<file path="config.mk">
export PLATFORM = sky130hd
export DESIGN_NAME = hidden_layer_sequencer
export DESIGN_NICKNAME = d
export VERILOG_FILES = /design/src/rtl/hidden_layer_sequencer.sv
export SDC_FILE = /design/constraint.sdc
export NUM_CORES = 2
export LEC_CHECK = 0
export ABC_AREA = 1
export BUFFER_PORTS_ARGS = -buffer_cell sky130_fd_sc_hd__buf_2
export CORE_AREA = 2 2 333 335
export CTS_BUF_LIST = sky130_fd_sc_hd__clkbuf_8
export CTS_CLUSTER_SIZE = 14
export DETAILED_ROUTE_END_ITERATION = 8
export DIE_AREA = 0 0 335 337
export PLACE_DENSITY_LB_ADDON = 0.15
export SLEW_MARGIN = 15
export SYNTH_ARGS = -nofsm -noshare
export SYNTH_HDL_FRONTEND = slang
export SYNTH_SLANG_ARGS = --single-unit
</file>
<file path="constraint.sdc">
create_clock -name i_clock -period 7.1 [get_ports i_clock]
set_input_delay 0.71 -clock i_clock [delete_from_list [all_inputs] [get_ports i_clock]]
set_output_delay 0.71 -clock i_clock [all_outputs]
set_load 0.01 [all_outputs]
</file>
<file path="src/rtl/hidden_layer_sequencer.sv">
// -----------------------------------------------------------------------------
// hidden_layer_sequencer
//
// Time-multiplexes one shared node instance across every neuron of the hidden
// layer. For each neuron index it holds the node's start high, waits for the
// node's level ready, captures the node output through a ReLU into the layer
// buffer, and tracks a running argmax. When all neurons are stored the packed
// layer vector plus argmax is held for the output-layer stage.
//
// Ports:
//   i_clock        rising-edge clock
//   i_reset_n      synchronous active-low reset
//   i_start        start a new layer pass (honoured only in IDLE or DONE)
//   i_node_ready   node result valid (level)
//   i_node_out     node result, signed Q(bits-fractional_bits-1).fractional_bits
//   o_node_start   start/enable to the node; a low cycle aborts/rearms it
//   o_node_index   neuron currently being evaluated (weight row / bias select)
//   o_busy         pass in progress (LAUNCH, WAIT, STORE)
//   o_done         pass complete, outputs valid
//   o_layer_out    packed activations, neuron k at [k*bits +: bits]
//   o_max_index    index of the largest activation (lowest index on ties)
//   o_max_value    largest activation
// -----------------------------------------------------------------------------
module hidden_layer_sequencer #(
    parameter int bits            = 16,
    parameter int fractional_bits = 11,
    parameter int layer_size      = 50,
    parameter int idx_bits        = $clog2(layer_size)
) (
    input  logic                         i_clock,
    input  logic                         i_reset_n,
    input  logic                         i_start,
    input  logic                         i_node_ready,
    input  logic signed [bits-1:0]       i_node_out,
    output logic                         o_node_start,
    output logic [idx_bits-1:0]          o_node_index,
    output logic                         o_busy,
    output logic                         o_done,
    output logic [layer_size*bits-1:0]   o_layer_out,
    output logic [idx_bits-1:0]          o_max_index,
    output logic signed [bits-1:0]       o_max_value
);

    // The fixed-point format is only carried through; reject nonsense at
    // elaboration so a bad parameterisation cannot slip by silently.
    if (fractional_bits < 0 || fractional_bits >= bits) begin : g_bad_format
        $error("fractional_bits must be in [0, bits-1]");
    end

    localparam logic [idx_bits-1:0] LAST_IDX = idx_bits'(layer_size - 1);

    typedef enum logic [2:0] {
        S_IDLE,
        S_LAUNCH,
        S_WAIT,
        S_STORE,
        S_DONE
    } state_t;

    state_t                       r_state;
    state_t                       w_next;
    logic [idx_bits-1:0]          r_idx;
    logic [layer_size*bits-1:0]   r_layer;
    logic [idx_bits-1:0]          r_max_idx;
    logic signed [bits-1:0]       r_max_val;

    logic                         w_new_pass;
    logic                         w_capture;
    logic signed [bits-1:0]       w_act;

    // ReLU: negative results clamp to zero, everything else passes bit-exact.
    assign w_act = i_node_out[bits-1] ? '0 : i_node_out;

    always_comb begin
        w_next       = r_state;
        o_node_start = 1'b0;
        o_busy       = 1'b0;
        o_done       = 1'b0;
        w_new_pass   = 1'b0;
        w_capture    = 1'b0;
        case (r_state)
            S_IDLE: begin
                if (i_start) begin
                    w_new_pass = 1'b1;
                    w_next     = S_LAUNCH;
                end
            end
            S_LAUNCH: begin
                o_node_start = 1'b1;
                o_busy       = 1'b1;
                // A ready still high here belongs to the previous neuron;
                // hold until it drops so it is never captured.
                if (!i_node_ready) w_next = S_WAIT;
            end
            S_WAIT: begin
                o_node_start = 1'b1;
                o_busy       = 1'b1;
                if (i_node_ready) begin
                    w_capture = 1'b1;
                    w_next    = S_STORE;
                end
            end
            S_STORE: begin
                o_busy = 1'b1;
                w_next = (r_idx == LAST_IDX) ? S_DONE : S_LAUNCH;
            end
            S_DONE: begin
                o_done = 1'b1;
                if (i_start) begin
                    w_new_pass = 1'b1;
                    w_next     = S_LAUNCH;
                end
            end
            default: w_next = S_IDLE;
        endcase
    end

    always_ff @(posedge i_clock) begin
        if (!i_reset_n) begin
            r_state   <= S_IDLE;
            r_idx     <= '0;
            r_layer   <= '0;
            r_max_idx <= '0;
            r_max_val <= '0;
        end else begin
            r_state <= w_next;
            if (w_new_pass) begin
                r_idx     <= '0;
                r_max_idx <= '0;
                r_max_val <= '0;
            end
            if (w_capture) begin
                r_layer[r_idx*bits +: bits] <= w_act;
                // Strict compare keeps the lowest index on ties; neuron 0
                // always seeds the running maximum.
                if (r_idx == '0 || w_act > r_max_val) begin
                    r_max_val <= w_act;
                    r_max_idx <= r_idx;
                end
            end
            if (r_state == S_STORE && r_idx != LAST_IDX)
                r_idx <= r_idx + 1'b1;
        end
    end

    assign o_node_index = r_idx;
    assign o_layer_out  = r_layer;
    assign o_max_index  = r_max_idx;
    assign o_max_value  = r_max_val;

endmodule

</file>
==> impl_results.md <==
* Starting Density at between 30% and 40%
* Port bufs at 800
* Fraction of registers with async set/reset at 0%
* Die X at around 340 um
* Layout cells sized above 1 at approximately 18%
* Mean area per synthesized cell at approximately 6.4 um2
* Area grow syn2layout at 21.4%
* GRT busiest layer: met2
* Post-synth EDFFs at 0
* Met2 Track Usage GR at between 40 and 50%
* Req. time, crit path at 7800 ps
* Main combinational cell family by area after synthesis: simple AND/OR/NAND/NOR gates
* Max Buffers Root-to-Sink at 3
* Clock-pin slew on the worst setup and hold paths at 50 ps
* Setup Fix Bufs, Post-CTS at 0
* CTS tree: yes
* FP Rows at between 100 and 150
* Top area cells in the synthesized netlist: dfxtp_1, nand2_1, nor2_1, inv_1, nand4_1
* Register area share after synthesis at between 40% and 50%
* Synth warnings at 0
* Mapped Cells at 5668
* Die area at 0.113 mm2
* Fmax at 179 MHz
* Critical Path Start Type: register
* Power Density at ~220 mW/mm2
* DP HPWL at between 100 and 150 mm
* Multi-input gate area at between 0.015 and 0.02 mm2
* Max VDD drop at 0.151 mV
* Data arrival, critical path at roughly 6300 ps
* Core Box Area at about 0.11 mm2
* Total gr overflow at 0
* IO Pins at ~850
* Flip-flop and latch area at about 0.016 mm2
* DP Worst Slack at about 1600 ps
* Post-route setup slack at about 1500 ps
* CTS buffer count at between 100 and 150
* Synth area leader: dfxtp_1
* Worst reg2reg setup slack at 1510 ps
* Met1 usage at 29.8%
* CTS Hold Buffers Added at 0
* Period minus WS final at around 5600 ps
* Routed WL at approximately 150 mm
* DR DRC count at 0
* Clock Latency Late Sink at around 850 ps
* Count of endpoints failing setup in the final report at 0
* Antenna violations before repair at 2
* Setup Skew at roughly 36 ps
* Max Slew Vio Count at 0
* Die H at roughly 340 um
* Largest net degree at the start of global routing at roughly 230
* GRT Util Overall at between 20% and 30%
* HP Class: in2reg
* Number of global-route vias before repair at about 35000
* H-Tree Depth at 4
* Setup CP Type: reg2reg
* Vias after detailed routing at 36800
* Most frequent cell after synthesis: nand2_1
* Synth Area in Adders at less than 1%
* M3 GR Usage at under 10%
* Starting DRT DRC Count at 2550
* Worst-margin pin slew at between 1000 and 1500 ps
* Multiplexer share of the synthesized area at 0%
* Post-DRT Antenna Nets at 0
* Ys flop type: dfxtp_1
* GPL Wtd Cong at approximately 0.85
* Number of max-cap violations at 0
* Layout Nets at between 6000 and 7000
* Status: complete, no violations
* Routed len/inst at 19.6 um
* Post-Synth Simple-Gate Area at between 30% and 40%
* Drt pass-1 iters at 5
* Setup_tns at 0 ps
* Post-Synth XOR/XNOR Area at 0.0764%
* Synth Area in Compound Gates at between 4 and 5%
* Endpoints failing hold at 0
* Vias per cell at about 4.7
* RSZ-0062 raised after global routing: false
* Worst setup EP type: register
* CP max FO at 30
* CTS Root Cell: clkbuf_8
* Post-Syn Area at around 0.036 mm2
* Count of state elements after synthesis at approximately 780
* Cts repair resizes at 0
* Leak at roughly 22 nW
* Max_slew headroom at between 20% and 30%
* CTS sink count at a little under 800
* Post-synth top area share at 43.4%
* Crit share post-route at between 70 and 80%
* Most frequent cells after synthesis: nand2_1, nor2_1, dfxtp_1
* First-pass GRT wire length at 222 mm
* Cell variety after synth at 37
* Fillers at about 12000
-- through the flow --
step / total power [mW] / cell area [um2] / utilization [%] / hold slack, ps / instances
floorplan: 4.94 / 36200 / - / 484 / 5717
global placement: 5.11 / 40700 / 37.2 / 449 / 7577
detailed placement: 5.11 / 40700 / 37.2 / 453 / 7578
CTS: 9.61 / 43700 / 39.9 / 126 / 7837
global route: 9.87 / 43700 / 39.9 / 159 / 7839
finish: 9.49 / 43700 / 39.9 / 213 / 7839
-- layout make-up --
type | instances | area share [%]
timing repair buffer | 864 | 10.4
tap | 1426 | 4.08
sequential | 781 | 35.8
clock buffer | 192 | 6.04
multi-input combinational | 3809 | 36.9
inverter | 698 | 6.03
clock inverter | 67 | 0.767
antenna | 2 | 0.0114
-- cell families (layout without fill, tap and decap cells) --
| family | Yosys count | after routing |
|---|---|---|
| simple gates | 3455 | 3455 |
| buf+inv | 1127 | 1821 |
| flops | 781 | 781 |
| compound gates | 284 | 284 |
| fa+ha+maj | 19 | 19 |
| other cells | 1 | 52 |
| xor+xnor | 1 | 1 |
-- final timing paths --
check / from / end / cells after the start
max: o_node_index[0] / o_layer_out[552] / 12
min: i_start / r_state[1] / 2
max reg2reg: o_node_index[0] / o_layer_out[552] / 12
min reg2reg: o_layer_out[375] / o_layer_out[375] / 2
-- report_power, final --
group / internal [mW] / total (mW) / switching, mW
sequential: 4.41 / 4.43 / 0.0217
clock: 2.45 / 4.47 / 2.03
combinational: 0.141 / 0.593 / 0.452
total: 6.99 / 9.49 / 2.50
-- layout by cell type, fill, tap and decap left out, drive strengths merged --
master and instances:
o21bai 2, clkbuf 192, o21a 2, nand2 1483, o311a 1, nand4 289, a221oi 1, o22ai 2
diode 2, nand3b 2, o221ai 1, clkinvlp 4, xnor2 1, conb 50, o21ai 173, nor4 5
o211ai 1, a31o 1, nand3 171, or2 16, inv 746, a211oi 1, dfxtp 781, bufinv 1
nor2 1460, a21oi 98, nor3 29, clkinv 14, ha 19, o2111a 1, buf 864
-- state kept, by name, summed over array words and instances, names as in the netlist --
name,flops
r_state,3
o_max_value,16
o_max_index,6
o_node_index,6
o_layer_out,750
-- worst max-delay path, cell delays in order (launching register included) --
cell and delay [ps]:
dfxtp_1 1080, inv_2 220, ha_1 850, inv_1 550
nor2_4 570, buf_4 410, nand3_1 160, nor2_2 270
nand2_1 170, nor2_2 860, nand2_1 130, nand2_1 110
nor2_1 50
-- routing by layer --
layer / vias up / wire, um / part of all wire [%]
met5: - / 0 / 0
li1: 18400 / - / -
met1: 16900 / 60300 / 39
met2: 1186 / 74700 / 49
met4: 0 / 5880 / 3.8
met3: 253 / 12800 / 8.3
No activity file was read; power rests on OpenSTA's default activity.
